### src/rtl/hazard_control_unit.sv
// Pipeline hazard controller: load-use bubbles, EX redirect flushes, fixed-latency memory waits, forwarding selects.
// Stall/flush/forward outputs are combinational (zero latency); a memory wait holds the whole pipeline for MEM_LAT cycles.
module hazard_control_unit #(
  parameter int         MEM_LAT = 2,
  parameter logic [1:0] WB_LOAD = 2'b01,
  parameter int         CNT_W   = 32
) (
  input  logic             i_clk,
  input  logic             i_reset,
  input  logic [4:0]       i_rs1_addr_decode,
  input  logic [4:0]       i_rs2_addr_decode,
  input  logic [4:0]       i_rs1_addr_execute,
  input  logic [4:0]       i_rs2_addr_execute,
  input  logic [4:0]       i_rd_addr_execute,
  input  logic             i_rd_wren_execute,
  input  logic [1:0]       i_wb_sel_execute,
  input  logic             i_pc_taken_execute,
  input  logic [4:0]       i_rd_addr_memory,
  input  logic             i_rd_wren_memory,
  input  logic             i_mem_req_memory,
  input  logic [4:0]       i_rd_addr_writeback,
  input  logic             i_rd_wren_writeback,
  output logic             o_stall_fetch,
  output logic             o_stall_decode,
  output logic             o_stall_execute,
  output logic             o_stall_memory,
  output logic             o_flush_decode,
  output logic             o_flush_execute,
  output logic [1:0]       o_fwd_a_sel,
  output logic [1:0]       o_fwd_b_sel,
  output logic [CNT_W-1:0] o_stall_cnt,
  output logic [CNT_W-1:0] o_flush_cnt
);

  localparam bit             LAT_EN  = (MEM_LAT != 0);
  localparam logic [3:0]     LAT_M1  = (MEM_LAT == 0) ? 4'd0 : 4'(MEM_LAT - 1);
  localparam logic [CNT_W-1:0] CNT_ONE = CNT_W'(1);
  localparam logic [CNT_W-1:0] CNT_MAX = '1;

  localparam logic [1:0] FWD_RF = 2'b00;
  localparam logic [1:0] FWD_MEM = 2'b01;
  localparam logic [1:0] FWD_WB = 2'b10;

  typedef enum logic {
    S_IDLE = 1'b0,
    S_WAIT = 1'b1
  } state_t;

  state_t           state_q, state_d;
  logic [3:0]       cnt_q, cnt_d;
  logic             mem_stall;
  logic             load_ex;
  logic             load_use;
  logic [CNT_W-1:0] stall_cnt_q, stall_cnt_d;
  logic [CNT_W-1:0] flush_cnt_q, flush_cnt_d;

  // rs2 is compared even for formats without rs2; a spurious bubble is cheaper than a missed hazard.
  always_comb begin
    load_ex  = i_rd_wren_execute && (i_wb_sel_execute == WB_LOAD) && (i_rd_addr_execute != 5'd0);
    load_use = load_ex && ((i_rs1_addr_decode == i_rd_addr_execute) ||
                           (i_rs2_addr_decode == i_rd_addr_execute));
  end

  function automatic logic [1:0] fwd_sel(input logic [4:0] rs,
                                         input logic       mem_wren, input logic [4:0] mem_rd,
                                         input logic       wb_wren,  input logic [4:0] wb_rd);
    logic [1:0] sel;
    sel = FWD_RF;
    if (mem_wren && (mem_rd != 5'd0) && (mem_rd == rs)) begin
      sel = FWD_MEM;
    end else if (wb_wren && (wb_rd != 5'd0) && (wb_rd == rs)) begin
      sel = FWD_WB;
    end
    return sel;
  endfunction

  always_comb begin
    o_fwd_a_sel = FWD_RF;
    o_fwd_b_sel = FWD_RF;
    if (i_reset) begin
      o_fwd_a_sel = fwd_sel(i_rs1_addr_execute, i_rd_wren_memory, i_rd_addr_memory,
                            i_rd_wren_writeback, i_rd_addr_writeback);
      o_fwd_b_sel = fwd_sel(i_rs2_addr_execute, i_rd_wren_memory, i_rd_addr_memory,
                            i_rd_wren_writeback, i_rd_addr_writeback);
    end
  end

  // Memory-wait FSM: state register
  always_ff @(posedge i_clk or negedge i_reset) begin
    if (!i_reset) begin
      state_q <= S_IDLE;
      cnt_q   <= 4'd0;
    end else begin
      state_q <= state_d;
      cnt_q   <= cnt_d;
    end
  end

  // Memory-wait FSM: next state
  always_comb begin
    state_d = state_q;
    cnt_d   = cnt_q;
    case (state_q)
      S_IDLE: begin
        if (i_mem_req_memory && LAT_EN) begin
          state_d = S_WAIT;
          cnt_d   = LAT_M1;
        end
      end
      S_WAIT: begin
        // The cnt==0 cycle is the release cycle; a request still asserted there is the same access.
        if (cnt_q != 4'd0) begin
          cnt_d = cnt_q - 4'd1;
        end else begin
          state_d = S_IDLE;
        end
      end
      default: begin
        state_d = S_IDLE;
        cnt_d   = 4'd0;
      end
    endcase
  end

  // Memory-wait FSM: output
  always_comb begin
    mem_stall = 1'b0;
    case (state_q)
      S_IDLE:  mem_stall = i_mem_req_memory && LAT_EN;
      S_WAIT:  mem_stall = (cnt_q != 4'd0);
      default: mem_stall = 1'b0;
    endcase
  end

  // Held redirects and load-use hazards reappear after release because the stalled stages keep their inputs.
  always_comb begin
    o_stall_fetch   = 1'b0;
    o_stall_decode  = 1'b0;
    o_stall_execute = 1'b0;
    o_stall_memory  = 1'b0;
    o_flush_decode  = 1'b0;
    o_flush_execute = 1'b0;
    if (!i_reset) begin
      o_stall_fetch = 1'b0;
    end else if (mem_stall) begin
      o_stall_fetch   = 1'b1;
      o_stall_decode  = 1'b1;
      o_stall_execute = 1'b1;
      o_stall_memory  = 1'b1;
    end else if (i_pc_taken_execute) begin
      o_flush_decode  = 1'b1;
      o_flush_execute = 1'b1;
    end else if (load_use) begin
      o_stall_fetch   = 1'b1;
      o_stall_decode  = 1'b1;
      o_flush_execute = 1'b1;
    end
  end

  always_comb begin
    stall_cnt_d = stall_cnt_q;
    flush_cnt_d = flush_cnt_q;
    if (o_stall_fetch && (stall_cnt_q != CNT_MAX)) begin
      stall_cnt_d = stall_cnt_q + CNT_ONE;
    end
    if (o_flush_decode && (flush_cnt_q != CNT_MAX)) begin
      flush_cnt_d = flush_cnt_q + CNT_ONE;
    end
  end

  always_ff @(posedge i_clk or negedge i_reset) begin
    if (!i_reset) begin
      stall_cnt_q <= '0;
      flush_cnt_q <= '0;
    end else begin
      stall_cnt_q <= stall_cnt_d;
      flush_cnt_q <= flush_cnt_d;
    end
  end

  assign o_stall_cnt = stall_cnt_q;
  assign o_flush_cnt = flush_cnt_q;

endmodule

### config.mk
export PLATFORM = sky130hd
export DESIGN_NAME = hazard_control_unit
export DESIGN_NICKNAME = d
export VERILOG_FILES = /design/src/rtl/hazard_control_unit.sv
export SDC_FILE = /design/constraint.sdc
export NUM_CORES = 1
export LEC_CHECK = 0
export CAP_MARGIN = 40
export CORE_MARGIN = 3
export CORE_UTILIZATION = 47
export DETAILED_ROUTE_END_ITERATION = 8
export GPL_ROUTABILITY_DRIVEN = 0
export PLACE_DENSITY = 0.82
export RECOVER_POWER = 100
export REMOVE_ABC_BUFFERS = 1
export SLEW_MARGIN = 40
export SYNTH_ARGS = -nofsm -noshare
export SYNTH_HDL_FRONTEND = slang
export SYNTH_SLANG_ARGS = --single-unit
### constraint.sdc
create_clock -name i_clk -period 2.9 [get_ports i_clk]
set_clock_uncertainty 0.1 [all_clocks]
set_input_delay 0.435 -clock i_clk [delete_from_list [all_inputs] [get_ports i_clk]]
set_output_delay 0.435 -clock i_clk [all_outputs]
set_load 0.02 [all_outputs]
== Word level (Yosys, flattened, before mapping) ==
Cells that the tools add are included.
Cells by class
  $add $sub $neg: 3
  eq/ne operators: 11
  muxes and demuxes: 25
  bitwise gates (word level): 1
  reduce and logical (&&, ||, !) cells: 17
Operators with widths (count)
  adder 32 x 1 -> 32 bit (second input constant): 2
  != test 32 bit (second input constant): 2
  == test 5 bit: 6
  nonzero test 5 bit: 3
  two-way mux 1 bit: 14
  two-way mux 2 bit: 6
  logical AND 1 bit: 11
  two-way mux 4 bit: 2
  one-hot mux 4 bit (2 select lines): 1
  one-hot mux 1 bit (2 select lines): 2
  nonzero test 4 bit: 1
  subtractor 4 x 1 -> 4 bit (second input constant): 1
  == test 2 x 1 -> 1 bit (second input constant): 1
  != test 2 x 1 -> 1 bit (second input constant): 1
  != test 2 bit (second input constant): 1
  AND reduction 2 bit: 1
  logical OR 1 bit: 1
  NOT 1 bit: 1
Storage, ports and cells
  register bits: 69
  word-level logic and storage cells: 61

== Logic depth before layout (Yosys ltp) ==
Gate-level depths: netlist of run 1.
  depth after elaboration: 9
  gate-level depth with buffers: 8

== Least setup slack after synthesis of run 1 ==
OpenSTA, ideal clock, no wires.
  path type: reg2out
  start: reg cnt_q[0]
  end: out o_stall_fetch
  arrival: 2.032 ns
  path slack: 0.333 ns
  stages on the path, launching flop included: 8
  path buffers: 2
  cells stage by stage: dfrtp_1 inv_1 ha_1 nand4bb_1 and3_1 a21o_1 buf_1 buf_4
On the way
  cells in the longest elaborated chain, start to end: 4
Ends and longest elaborated chain
  from (decl): line 50  | logic [3:0] cnt_q, cnt_d;
  from (signal assigned): line 95  | cnt_q <= cnt_d;
  nonzero test 4 bit: line 130  | S_WAIT: mem_stall = (cnt_q != 4'd0);
  one-hot mux 1 bit (2 select lines): line 128  | case (state_q)
  two-way mux 1 bit (2 in a row)
  to (decl): line 23  | output logic o_stall_fetch,
Every way passes these cells.

== Worst setup path in the final report of run 1 ==
  start: in i_rd_addr_memory[1]
  end: out o_fwd_b_sel[1]
On the way
  cells in the longest elaborated chain, start to end: 5
  elaborated cells between the ends (all ways): 6
  classes of those cells: 1 x eq/ne; 2 x mux; 3 x reduce/logical
Ends and longest elaborated chain
  from (decl): line 18  | input logic [4:0] i_rd_addr_memory,
  nonzero test 5 bit: line 69  | if (mem_wren && (mem_rd != 5'd0) && (mem_rd == rs)) begin
  logical AND 1 bit: line 69
  logical AND 1 bit (*): line 69
  two-way mux 2 bit (*): line 69
  two-way mux 2 bit (*): line 80  | if (i_reset) begin
  to (decl): line 30  | output logic [1:0] o_fwd_b_sel,
Mark *: on every way between the ends. The rest lies on a longest branch, timed or not.

==> metrics.txt, run 1 <==
Synth Area in XOR/XNOR 0.208; Compound-Gate Fraction of Synth Area 0.0230; YS warnings 0; #FFs+latches synth 69; # rows 32; main combinational cell family by area after synthesis simple AND/OR/NAND/NOR gates; area of the multi-input gates 0.00197 mm^2; initial antenna violation count 0; core area 0.00785 mm^2; leading cell type in the layout, fill and taps excluded xnor2_1; Hold Violations, Final 0; CP endpoint kind output pin; drt pass-1 iters 4; Worst-Margin Slew 1.69 ns; grt ovf 0; largest net degree at the start of global routing 70; Final min period 2.84 ns; Worst Slack Setup Final 0.0624 ns; final routed DRC violation total 0; GRT Overall Usage 0.205; Crit path max-delay family simple AND/OR/NAND/NOR gates; CTS buffer count 9; average cell area after synthesis 10.5 um^2; CTS root buf clkbuf_8; Total Nets Final 557; mux cell area share after synthesis 0.00582; Final ANT Viol Nets 0; Fmax 352 MHz; Total Power 0.00295 W; Sink Count 69; TNS Setup 0 ns; via count 3312; max incr delay on CP 0.54 ns; Clk Latency, worst-skew pair 0.34 ns; Seq/Total Area, Yosys 0.446; Ant. Diodes 0; Area Growth Syn to Fin 40.1%; CTS tree yes; Hold EP o_stall_cnt[27]; count of input and output buffers 117; worst-path fanout max 2; flop-to-flop setup slack 0.41 ns; final wirelength 9560 um; type of the tightest min-delay check flop to flop; Vias/cell 5.37; Seq. cell area 0.00173 mm^2; failing checks max-capacitance violations, max-slew violations; Top Ports 118; Netlist cell types 44; Reg-to-Reg Start cnt_q[0]; Fillers 631; Critical Path Start i_rd_addr_memory[1]; clock transition at the registers of the reported paths 0.07 ns; run status complete, but fails checks; Final setup violation count 0; dpl ws -0.314 ns; Die Area 0.00936 mm^2; final cell count without fillers 617; PD cells 544 mW/mm^2; crit path kind input port to output pin; global-route wire length before repair 16000 um; CP Data Required Time 2.37 ns; Finished Core Util 0.691; Crit-path slowest cell or4_1; Hold Path Origin o_stall_cnt[27]; Worst VDD drop 432 uV; fin crit share 0.978; Worst R2R Path Depth 8; unrepaired setup endpoints after global routing no; DIE HEIGHT 96.7 um; clock buffer depth 2; vias in the first global route 3289; asr flop ratio synth 1.00; Critical Path Start Type input port; max_slew headroom -0.127; Worst R2R End o_flush_cnt[30]; Post-DP HPWL 7340 um; layout cells sized above 1 0.0951; hold depth 1; leakage power 2.47 nW; H-tree lvl count 3; WP buf/inv 2; Mapped Cells 369; WL/cell 15.5 um; Initial DRC Count 93; Cell Chain, Critical Path clkdlybuf4s50_1 -> or4_1 -> o21ai_1 -> nor4_2 -> nor4_1 -> dlygate4sd1_1; arrival time at the worst endpoint 2.30 ns; Synth Area in Simple Gates 0.283; maxcap violations 1; Post-synth EDFFs 0; starting density of the core 0.493; Slew Limit Fails 70; adder-cell share of the synthesized area 0.00970; Hold-fix buffers, CTS 0; Primary FF master, synth dfrtp_1; Mapped Area 0.00387 mm^2; Die W 96.7 um; most frequent cells in the layout xnor2_1 (70), dfrtp_1 (69), dlygate4sd3_1 (67); Placed Instances 601
layer usage:
metal  up-vias  track usage  share of wire
met5         -            0              0
li1       1587            -              -
met1      1626        0.257           0.42
met4         0       0.0356         0.0068
met2        93        0.361           0.53
met3         6       0.0519          0.046
kinds of logic (layout without fill, tap and decap cells):
family                   after synthesis  after routing
AND/OR/NAND/NOR                      172            172
XOR/XNOR                              92             92
flip-flops                            69             69
buffers and inverters                 16            162
AO/OA/AOI/OAI                         15             15
adder cells (fa/ha/maj)                3              3
multiplexers                           2              2
area by class of cell:
cell class | instances | area share
Multi-Input combinational cell | 284 | 0.364
Inverter | 7 | 0.00485
Clock inverter | 6 | 0.0247
Timing Repair Buffer | 139 | 0.241
Clock buffer | 10 | 0.0235
Tap cell | 102 | 0.0235
Sequential cell | 69 | 0.319
registers in the layout (all words and copies together) (netlist names):
| register | count |
|---|---|
| cnt_q | 4 |
| o_flush_cnt | 32 |
| o_stall_cnt | 32 |
| state_q | 1 |
power by group:
group	switching, W	internal [W]
Sequential	0.000110	0.00106
Clock	0.000359	0.000661
Combinational	0.000410	0.000350
Total	0.000879	0.00207
worst max path at each step:
stage | endpoint | slack, ns | cells past startpoint
6_report | o_fwd_b_sel[1] | 0.06 | 6
3_3_place_gp | o_fwd_a_sel[1] | -0.25 | 6
4_1_cts | o_flush_execute | 0.009 | 6
3_5_place_dp | o_fwd_a_sel[1] | -0.31 | 6
5_1_grt | o_fwd_b_sel[1] | 0.01 | 6
2_1_floorplan | o_stall_cnt[1] | -0.07 | 7
synth_stat cells (all sizes together), types with 6 or more instances:
library cell,instances,area share
xnor2,70,0.16
dfrtp,69,0.45
nand3,38,0.069
nand2,28,0.027
and3,22,0.036
xor2,22,0.050
nand4,19,0.032
nor2,13,0.013
and4,12,0.027
buf,8,0.016
nor3,8,0.013
and2,7,0.011
inv,7,0.0068
or4,6,0.013
what timing repair did:
action,4_1_cts,5_1_grt
buffers inserted,0,0
gates resized for setup,9,6
endpoints found under the setup margin,6,5
metrics by stage:
step | instance area (um^2) | hold slack [ns]
3_3_place_gp | 5260 | 0.380
4_1_cts | 5530 | 0.222
3_5_place_dp | 5260 | 0.380
6_report | 5420 | 0.384
2_1_floorplan | 3800 | 0.0394
5_1_grt | 5420 | 0.403
(Power assumes the default switching activity.)
==> inputs of run 2 (changes only) <==
- REMOVE_ABC_BUFFERS: 1 -> unset
==> run 2 against run 1 <==
- the flow still finishes with violations (max-capacitance violations, max-slew violations)
- die area did not move
- flip-flop and latch count unchanged
- register-to-register slack got worse by 0.16 ns
- routed wire length increased by 2.7%
- largest power group unchanged
- sequential share of layout area rose by 0.096 points
- design area down 0.30%
- count of clock-buffer cells in the layout fell by 1
- first-iteration DRC count rose by 30%
- critical endpoint unchanged
- worst setup slack improved by 0.025 ns
- critical path depth is the same
- combinational power is essentially flat
==> metrics.txt, run 2 (synthesized netlist as in run 1, its figures left out) <==
leakage power 2.46 nW (-0.38%); Hold EP o_flush_cnt[9]; crit path kind input port to output pin; CTS root buf clkbuf_8; Die W 96.7 um (unchanged); WP buf/inv 2 (unchanged); H-tree lvl count 3 (unchanged); layout cells sized above 1 0.101 (+0.00543); global-route wire length before repair 16300 um (+1.9%); count of input and output buffers 117 (unchanged); TNS Setup 0 ns (unchanged); sw frac 0.325 (+0.0269); DIE HEIGHT 96.7 um (unchanged); worst-path fanout max 2 (unchanged); clock buffer depth 2 (unchanged); Syn Nets 416; Sink Count 69 (unchanged); Top Ports 118 (unchanged); Worst R2R Path Depth 7 (-1); via count 3315 (+0.091%); Final setup violation count 0 (unchanged); Worst VDD drop 512 uV (+19%); failing checks max-capacitance violations, max-slew violations; most frequent CP cell nor4_1; Clk Latency, worst-skew pair 0.35 ns (about the same); GRT met3 Usage 0.0649 (+0.0130); CP Data Required Time 2.37 ns (about the same); Comb pwr share 0.271 (+0.013); CTS tree yes; max_slew headroom -0.126 (+0.00160); PD cells 521 mW/mm^2 (-4.3%); Clock Power Share 0.310 (-0.036); Initial DRC Count 121 (+30%); Seq pwr share 0.419 (+0.023); Fmax 356 MHz (+0.90%); fin crit share 0.970 (-0.00872); Internal 0.00190 W (-8.3%); run status complete, but fails checks; flop-to-flop setup slack 0.25 ns (-0.16 ns); Hold Path Origin o_flush_cnt[9]; drt pass-1 iters 4 (unchanged); Die Area 0.00936 mm^2 (unchanged); Final min period 2.81 ns (-0.0253 ns); Crit-path slowest cell or4_1; leading cell type in the layout, fill and taps excluded xnor2_1; largest net degree at the start of global routing 69 (-1.4%); Vias/cell 5.36 (-0.23%); Post-DP HPWL 7510 um (+2.3%); CP endpoint kind output pin; initial antenna violation count 0 (unchanged); final hold slack 0.385 ns (+0.00118 ns); P_sw 0.000915 W (+4.0%); GRT met2 Usage 0.355 (-0.00690); Area Growth Syn to Fin 39.7%; Placed Area 0.00527 mm^2 (+0.14%); met1 Use GR 0.267 (+0.0107); type of the tightest min-delay check flop to flop; most frequent cells in the layout xnor2_1 (70), dfrtp_1 (69), dlygate4sd3_1 (68); clock transition at the registers of the reported paths 0.07 ns (about the same); max incr delay on CP 0.54 ns (about the same); unrepaired setup endpoints after global routing yes; Slew Limit Fails 69 (-1.4%); Hold Violations, Final 0 (unchanged); design area 0.00540 mm^2 (-0.30%); hold depth 1 (unchanged); maxcap violations 1 (unchanged); Ant. Diodes 0 (unchanged); layer with the highest usage met2; Cell Chain, Critical Path clkdlybuf4s50_1 -> or4_1 -> o21ai_1 -> nor4_1 -> nor4_1 -> clkdlybuf4s15_2; starting density of the core 0.493 (unchanged); Crit path max-delay family simple AND/OR/NAND/NOR gates; Final ANT Viol Nets 0 (unchanged); Worst-Margin Slew 1.69 ns (-0.00239 ns); final routed DRC violation total 0 (unchanged); Reg-to-Reg Start o_stall_cnt[24]; core area 0.00785 mm^2 (unchanged); # rows 32 (unchanged); Critical Path Start Type input port; WL/cell 15.9 um (+2.4%); arrival time at the worst endpoint 2.28 ns (-0.02 ns); vias in the first global route 3405 (+3.5%); GRT Overall Usage 0.210 (+0.00560); CTS buffer count 9 (unchanged); grt ovf 0 (unchanged); Total Nets Final 559 (+0.36%); final wirelength 9820 um (+2.7%); Worst R2R End o_stall_cnt[29]
==> run 2: worst max-delay path by stage <==
stage	startpoint	to	slack (ns)	cells after the start
floorplan	cnt_q[0]	o_stall_fetch	0.33	7
global route	i_rd_addr_memory[4]	o_fwd_a_sel[0]	-0.008	7
finish	i_rd_addr_memory[1]	o_fwd_b_sel[1]	0.09	6
detailed placement	i_rd_addr_memory[1]	o_fwd_a_sel[1]	-0.39	6
global placement	i_rd_addr_memory[1]	o_fwd_a_sel[1]	-0.25	6
CTS	i_rd_addr_memory[1]	o_fwd_b_sel[1]	0.02	6
==> run 2: repair_timing <==
| action | CTS | global route |
|---|---|---|
| pin swaps | 1 | 0 |
| gates resized for setup | 13 | 4 |
| hold endpoints to repair | 1 | 0 |
| hold buffers | 1 | 0 |
| setup endpoints to repair | 7 | 4 |
| buffers inserted | 0 | 0 |
==> run 2: metrics by stage <==
step	worst slack, ns	instances	utilization	power [W]
floorplan	0.333	369	-	0.00162
global placement	-0.253	602	0.671	0.00198
detailed placement	-0.386	602	0.672	0.00201
CTS	0.0182	619	0.701	0.00289
global route	-0.00756	619	0.689	0.00297
finish	0.0877	619	0.689	0.00281
==> run 2: final cells by class <==
cell class              instances  area (um^2)
repair buffers                141         1330
clock buffers                   9          124
well taps                     102          128
flip-flops and latches         69         1730
fillers                       636         2440
clock inverters                 7         98.8
multi-input cells             284         1970
inverters                       7         26.3
==> run 2: metal layers <==
| metal | routed length (um) | vias up |
|---|---|---|
| li1 | - | 1588 |
| met1 | 4370 | 1627 |
| met2 | 4840 | 85 |
| met3 | 496 | 15 |
| met4 | 107 | 0 |
| met5 | 0 | - |
==> run 2: power groups by stage <==
stage / sequential, W / clock [W] / combinational, W
2_1_floorplan: 0.00124 / 0 / 0.000376
3_3_place_gp: 0.00119 / 0 / 0.000792
3_5_place_dp: 0.00119 / 0 / 0.000820
4_1_cts: 0.00118 / 0.000892 / 0.000817
5_1_grt: 0.00119 / 0.000937 / 0.000835
6_report: 0.00118 / 0.000873 / 0.000763
